`src/rtl/bin2gray_ptr_if.sv`:
```
// Stream channel bundle for bin2gray_ptr: binary words in, Gray words out,
// plus a debug view of the skid-buffer occupancy state.
interface bin2gray_ptr_if #(
    parameter int SIZE = 8
);
    // Valid/ready semantics on both sides: a word moves on a rising edge
    // exactly when valid && ready are both high in the cycle before that edge.
    // A producer holding valid=1 keeps its data stable until the word moves;
    // valid never waits on ready. in_ready is a registered output.
    logic            in_valid;
    logic [SIZE-1:0] in_bin;
    logic            in_ready;
    logic            out_valid;
    logic [SIZE-1:0] out_gray;
    logic            out_ready;
    logic [1:0]      dbg_state;

    modport master (
        output in_valid,
        output in_bin,
        output out_ready,
        input  in_ready,
        input  out_valid,
        input  out_gray,
        input  dbg_state
    );

    modport slave (
        input  in_valid,
        input  in_bin,
        input  out_ready,
        output in_ready,
        output out_valid,
        output out_gray,
        output dbg_state
    );
endinterface

```
`src/rtl/bin2gray_ptr.sv`:
```
// Binary-to-Gray encoder: a Gray-coded pointer counter and an independent
// valid/ready encoder channel with an output register plus one skid entry.
module bin2gray_ptr #(
    parameter int SIZE = 8
) (
    input  logic            clk,
    input  logic            rst,
    input  logic            cnt_load,
    input  logic [SIZE-1:0] cnt_load_bin,
    input  logic            cnt_inc,
    output logic [SIZE-1:0] cnt_bin,
    output logic [SIZE-1:0] cnt_gray,
    output logic            cnt_wrap,
    bin2gray_ptr_if.slave   strm
);

    typedef enum logic [1:0] {
        ST_EMPTY = 2'd0,
        ST_ONE   = 2'd1,
        ST_TWO   = 2'd2
    } state_t;

    function automatic logic [SIZE-1:0] enc(input logic [SIZE-1:0] b);
        return b ^ (b >> 1);
    endfunction

    // ---------------- pointer counter ----------------
    logic [SIZE-1:0] cnt_bin_q;
    logic [SIZE-1:0] cnt_gray_q;
    logic            cnt_wrap_q;
    logic [SIZE-1:0] cnt_bin_inc;

    assign cnt_bin_inc = cnt_bin_q + SIZE'(1);

    // The Gray image is registered from the next binary value so that the
    // published pointer never glitches through combinational decode.
    always_ff @(posedge clk or posedge rst) begin
        if (rst) begin
            cnt_bin_q  <= '0;
            cnt_gray_q <= '0;
            cnt_wrap_q <= 1'b0;
        end else if (cnt_load) begin
            cnt_bin_q  <= cnt_load_bin;
            cnt_gray_q <= enc(cnt_load_bin);
            cnt_wrap_q <= 1'b0;
        end else if (cnt_inc) begin
            cnt_bin_q  <= cnt_bin_inc;
            cnt_gray_q <= enc(cnt_bin_inc);
            cnt_wrap_q <= &cnt_bin_q;
        end else begin
            cnt_wrap_q <= 1'b0;
        end
    end

    assign cnt_bin  = cnt_bin_q;
    assign cnt_gray = cnt_gray_q;
    assign cnt_wrap = cnt_wrap_q;

    // ---------------- stream encoder ----------------
    state_t          state_q;
    logic            out_valid_q;
    logic [SIZE-1:0] out_gray_q;
    logic [SIZE-1:0] skid_gray_q;
    logic            in_ready_q;
    logic            accept;
    logic            xfer;

    assign accept = strm.in_valid && in_ready_q;
    assign xfer   = out_valid_q && strm.out_ready;

    // Words are encoded on entry, so the skid entry already holds Gray data
    // and can move straight into the output register.
    always_ff @(posedge clk or posedge rst) begin
        if (rst) begin
            state_q     <= ST_EMPTY;
            out_valid_q <= 1'b0;
            out_gray_q  <= '0;
            skid_gray_q <= '0;
            in_ready_q  <= 1'b1;
        end else begin
            case (state_q)
                ST_EMPTY: begin
                    if (accept) begin
                        out_gray_q  <= enc(strm.in_bin);
                        out_valid_q <= 1'b1;
                        state_q     <= ST_ONE;
                    end
                end
                ST_ONE: begin
                    case ({accept, xfer})
                        2'b11: begin
                            out_gray_q <= enc(strm.in_bin);
                        end
                        2'b10: begin
                            skid_gray_q <= enc(strm.in_bin);
                            in_ready_q  <= 1'b0;
                            state_q     <= ST_TWO;
                        end
                        2'b01: begin
                            out_valid_q <= 1'b0;
                            state_q     <= ST_EMPTY;
                        end
                        default: begin
                        end
                    endcase
                end
                ST_TWO: begin
                    // in_ready is low here, so only a drain can happen.
                    if (xfer) begin
                        out_gray_q <= skid_gray_q;
                        in_ready_q <= 1'b1;
                        state_q    <= ST_ONE;
                    end
                end
                default: begin
                    out_valid_q <= 1'b0;
                    in_ready_q  <= 1'b1;
                    state_q     <= ST_EMPTY;
                end
            endcase
        end
    end

    assign strm.in_ready  = in_ready_q;
    assign strm.out_valid = out_valid_q;
    assign strm.out_gray  = out_gray_q;
    assign strm.dbg_state = state_q;

endmodule

```
`src/flat_wrapper.sv`:
```
// flat-port wrapper written by rule: the top's interface ports become plain ports
module bin2gray_ptr_flat 
#(
    parameter int SIZE = 8
)
  (clk, rst, cnt_load, cnt_load_bin, cnt_inc, cnt_bin, cnt_gray, cnt_wrap, strm_in_valid, strm_in_bin, strm_out_ready, strm_in_ready, strm_out_valid, strm_out_gray, strm_dbg_state);
  bin2gray_ptr_if #(.SIZE(SIZE)) strm_i ();
  input  logic clk;
  input  logic rst;
  input  logic cnt_load;
  input  logic [SIZE-1:0] cnt_load_bin;
  input  logic cnt_inc;
  output logic [SIZE-1:0] cnt_bin;
  output logic [SIZE-1:0] cnt_gray;
  output logic cnt_wrap;
  input wire logic [$bits(strm_i.in_valid)-1:0] strm_in_valid;
  input wire logic [$bits(strm_i.in_bin)-1:0] strm_in_bin;
  input wire logic [$bits(strm_i.out_ready)-1:0] strm_out_ready;
  output wire logic [$bits(strm_i.in_ready)-1:0] strm_in_ready;
  output wire logic [$bits(strm_i.out_valid)-1:0] strm_out_valid;
  output wire logic [$bits(strm_i.out_gray)-1:0] strm_out_gray;
  output wire logic [$bits(strm_i.dbg_state)-1:0] strm_dbg_state;
  assign strm_i.in_valid = strm_in_valid;
  assign strm_i.in_bin = strm_in_bin;
  assign strm_i.out_ready = strm_out_ready;
  assign strm_in_ready = strm_i.in_ready;
  assign strm_out_valid = strm_i.out_valid;
  assign strm_out_gray = strm_i.out_gray;
  assign strm_dbg_state = strm_i.dbg_state;
  bin2gray_ptr #(.SIZE(SIZE)) u_core (.clk(clk), .rst(rst), .cnt_load(cnt_load), .cnt_load_bin(cnt_load_bin), .cnt_inc(cnt_inc), .cnt_bin(cnt_bin), .cnt_gray(cnt_gray), .cnt_wrap(cnt_wrap), .strm(strm_i));
endmodule
```
`config.mk`:
```
export PLATFORM = sky130hd
export DESIGN_NAME = bin2gray_ptr_flat
export DESIGN_NICKNAME = d
export VERILOG_FILES = /design/src/rtl/bin2gray_ptr_if.sv /design/src/rtl/bin2gray_ptr.sv /design/src/flat_wrapper.sv
export SDC_FILE = /design/constraint.sdc
export NUM_CORES = 1
export LEC_CHECK = 0
export ABC_CLOCK_PERIOD_IN_PS = 3950
export CORE_UTILIZATION = 35
export CTS_BUF_LIST = sky130_fd_sc_hd__clkbuf_2
export CTS_CLUSTER_SIZE = 20
export DETAILED_ROUTE_END_ITERATION = 7
export GPL_ROUTABILITY_DRIVEN = 0
export GPL_TIMING_DRIVEN = 1
export PLACE_DENSITY = 0.66
export SLEW_MARGIN = 10
export SYNTH_ARGS = -nofsm -noshare
export SYNTH_HDL_FRONTEND = slang
export SYNTH_SLANG_ARGS = --single-unit
export TNS_END_PERCENT = 1
```
`constraint.sdc`:
```
create_clock -name clk -period 3.95 [get_ports clk]
set_clock_uncertainty 0.1 [all_clocks]
set_input_delay 0.9875 -clock clk [delete_from_list [all_inputs] [get_ports clk]]
set_output_delay 0.9875 -clock clk [all_outputs]
set_load 0.01 [all_outputs]
```
==> reports/qor.csv <==
stage;metric;value;unit
cells_and_area;Area Overhead vs Synth;27.75;%
power;VDD IR-drop max;103.4;µV
synth;#FFs+latches synth;36;
cells_and_area;layout cell share with drive strength beyond 1;8.494;%
synth;Post-synth EDFFs;0;
critical_path;reg2reg setup slack;2.05;ns
route;Vias per Instance;4.595;
sta;RSZ-0062 raised after global routing;false;
cts;CTS tree;done;
route;DR vias;1521;
cts;htree depth;2;
die;Placement Rows;27;
critical_path;Crit path depth;1;
power;Reg power frac;52.9;%
synth;ys flop type;dfrtp_1;
synth;Syn Inst Count;213;
cts;clk root buf;clkbuf_2;
route;routed wire length;3991;µm
synth;syn nets;236;
cts;CTS Sinks;36;
global_routing;initial antenna violation count;0;
synth;syn avg cell area;9.399;µm²
synth;synth unique cells;37;
critical_path;Worst Path Class, Setup;reg -> out;
power;combinational share of power;25.2;%
critical_path;Crit path arrival time;1.64;ns
die;Initial Util;36.36;%
cts;CTS Buf Count;5;
sta;final setup vio count;0;
power;Net Switching;0.0002462;W
cts;# hold bufs at CTS;0;
cells_and_area;Core Util, Final;46.44;%
sta;Worst Max-Slew Pin Slew;0.9735;ns
die;Die H;77.63;µm
sta;Slew Limit Headroom;34.90;%
critical_path;path depth of the worst reg2reg path;6;
run_status;status;finished, final reports clean;
critical_path;CP required;2.86;ns
global_routing;number of global-route vias before repair;1417;
critical_path;slowest CP cell;dfrtp_1;
synth;cell area after synthesis;2002;µm²
synth;Async SR Flop Fraction;100.0;%
global_routing;grt total ovfl;0;
global_routing;first-pass GRT wire length;6734;µm
place;number of buffers added on ports;50;
sta;Pins Over Slew Limit;0;
synth;warning count from the yosys run;0;
cts;clock-pin slew on the worst setup and hold paths;0.20;ns
route;Routed wire per std cell;12.06;µm
critical_path;crit path cell chain;clkdlybuf4s50_1;
route;DRT iter0 DRCs;94;
die;die area;6026;µm²
sta;Tmin final;2.732;ns
cts;Resize count post-CTS;0;
sta;period utilization;69.16;%
critical_path;CP Capture Point;cnt_bin[3];
cts;Clock Path Buffers;2;
place;dpl hpwl;2912;µm
die;# IOs;51;
die;core box area;5507;µm²
route;Post-DRT Antenna Nets;0;
power;total internal power;0.0005463;W
sta;Hold Vio Cnt, Final;0;
power;Pwr Density;309.9;nW/µm²
critical_path;Crit Reg-Reg Startpoint;u_core.cnt_bin[0];
power;Leak;1.016;nW
critical_path;Worst setup startpoint;u_core.cnt_bin[3];
die;Die Width;77.63;µm
route;first drt pass iteration count;4;
sta;Max Freq;366.1;MHz
critical_path;Worst Path Max Fanout;10;
cells_and_area;n_diodes;0;
cts;Setup Fix Bufs, Post-CTS;0;
cells_and_area;nets;281;
job;Max Cap Viol;0;
critical_path;CP Capture Type;output port;
route;Residual DRC;0;
hold_path;Hold Path Class;reg -> reg;
critical_path;WP buf/inv;1;
critical_path;Crit path largest cell delay;0.63;ns
global_routing;largest net degree at the start of global routing;37;
power;Net Sw Frac;31.07;%
power;Clock Power Share;21.9;%
critical_path;reg2reg end;u_core.cnt_gray[6];
critical_path;delay-heaviest family, CP;flip-flops;
synth;post-synthesis sequential area ratio;45.06;%
cts;Worst-Skew Late Latency;0.39;ns
global_routing;gr usage total;14.21;%
critical_path;startpoint types;register;
sta;setup TNS;0;ns
[flip-flops by register name, indices dropped and copies added (netlist names)]
signal / flops
u_core.cnt_bin: 7
u_core.cnt_gray: 8
u_core.cnt_wrap: 1
u_core.skid_gray_q: 8
u_core.strm.dbg_state: 2
u_core.strm.in_ready: 1
u_core.strm.out_gray: 8
u_core.strm.out_valid: 1
[per-layer routing]
metal  vias to the layer above  part of all wire [%]  GRT usage [%]
met3                         7                   3.3          3.882
met5                         -                     0              0
met4                         0                   1.6          5.660
met2                        22                    44          21.06
li1                        807                     -              -
met1                       685                    51          19.51
[how the worst min path moves through the flow]
| stage | startpoint | end | cells past startpoint |
|---|---|---|---|
| final | u_core.skid_gray_q[1] | u_core.skid_gray_q[1] | 2 |
| after global routing | u_core.skid_gray_q[1] | u_core.skid_gray_q[1] | 2 |
| after CTS | u_core.skid_gray_q[1] | u_core.skid_gray_q[1] | 2 |
| after detailed placement | u_core.skid_gray_q[6] | u_core.skid_gray_q[6] | 2 |
| after global placement | u_core.skid_gray_q[6] | u_core.skid_gray_q[6] | 2 |
| after floorplan | u_core.skid_gray_q[0] | u_core.skid_gray_q[0] | 2 |
[cell usage in the layout, fill, tap and decap left out, types with 2 or more instances in the layout]
master,count
mux2_2,2
xor2_1,11
nand2b_1,2
nor2b_1,2
nand3_2,2
inv_1,3
clkdlybuf4s50_1,50
o21ai_0,23
nor3_1,2
o21ai_1,6
nand3_1,3
xnor2_1,22
mux2i_1,4
nor3b_1,2
clkbuf_2,6
nor2_1,16
a221oi_2,2
nand4_1,2
nand2_1,33
dfrtp_1,35
a21oi_1,14
[synth_stat cells, types with 3 or more instances]
library cell,n,share of area (%)
a21oi_1,14,3.5
buf_2,4,1.0
buf_4,4,1.5
clkbuf_1,3,0.56
dfrtp_1,35,44
inv_1,3,0.56
mux2i_1,4,2.0
nand2_1,33,6.2
nand3_1,3,0.75
nor2_1,16,3.0
o21ai_0,23,5.7
o21ai_1,6,1.5
xnor2_1,22,9.6
xor2_1,11,4.8
[per-stage QoR]
stage               instance area, µm²  setup WS [ns]  instances  hold WS [ns]  total power (W)
global placement                  2516          1.208        323        0.3613        0.0006264
global route                      2557          1.127        331        0.4285        0.0008382
CTS                               2557          1.202        331        0.4108        0.0008009
floorplan                         2002          1.973        213        0.3447        0.0005439
finish                            2557          1.218        331        0.4011        0.0007925
detailed placement                2516          1.129        323        0.3698        0.0006282
[power groups by stage]
stage	sequential [W]	combinational (W)	clock [W]
2_1_floorplan	0.000424	0.000120	0
3_3_place_gp	0.000427	0.000200	0
3_5_place_dp	0.000427	0.000201	0
4_1_cts	0.000420	0.000202	0.000179
5_1_grt	0.000424	0.000219	0.000195
6_report	0.000419	0.000199	0.000174
[final cells by class]
cell class / count / area (µm²)
Fill cell: 539 / 2949
Multi-Input combinational cell: 161 / 1005
Sequential cell: 36 / 902.1
Timing Repair Buffer: 51 / 508.0
Tap cell: 72 / 90.09
Clock buffer: 6 / 30.03
Clock inverter: 2 / 11.26
Inverter: 3 / 11.26
[cells by family (layout without fill, tap and decap cells)]
| kind of cell | Yosys count | count (layout) | synth area share, % |
|---|---|---|---|
| adders and majority gates | 1 | 1 | 0.6249 |
| AOI/OAI and AO/OA | 49 | 49 | 13.81 |
| DFF | 36 | 36 | 45.06 |
| xor gates and xnor gates | 34 | 34 | 15.25 |
| buffers and inverters | 16 | 62 | 4.750 |
| and+or+nand+nor | 71 | 71 | 17.37 |
| muxes | 6 | 6 | 3.125 |
(Power assumes the default switching activity.)
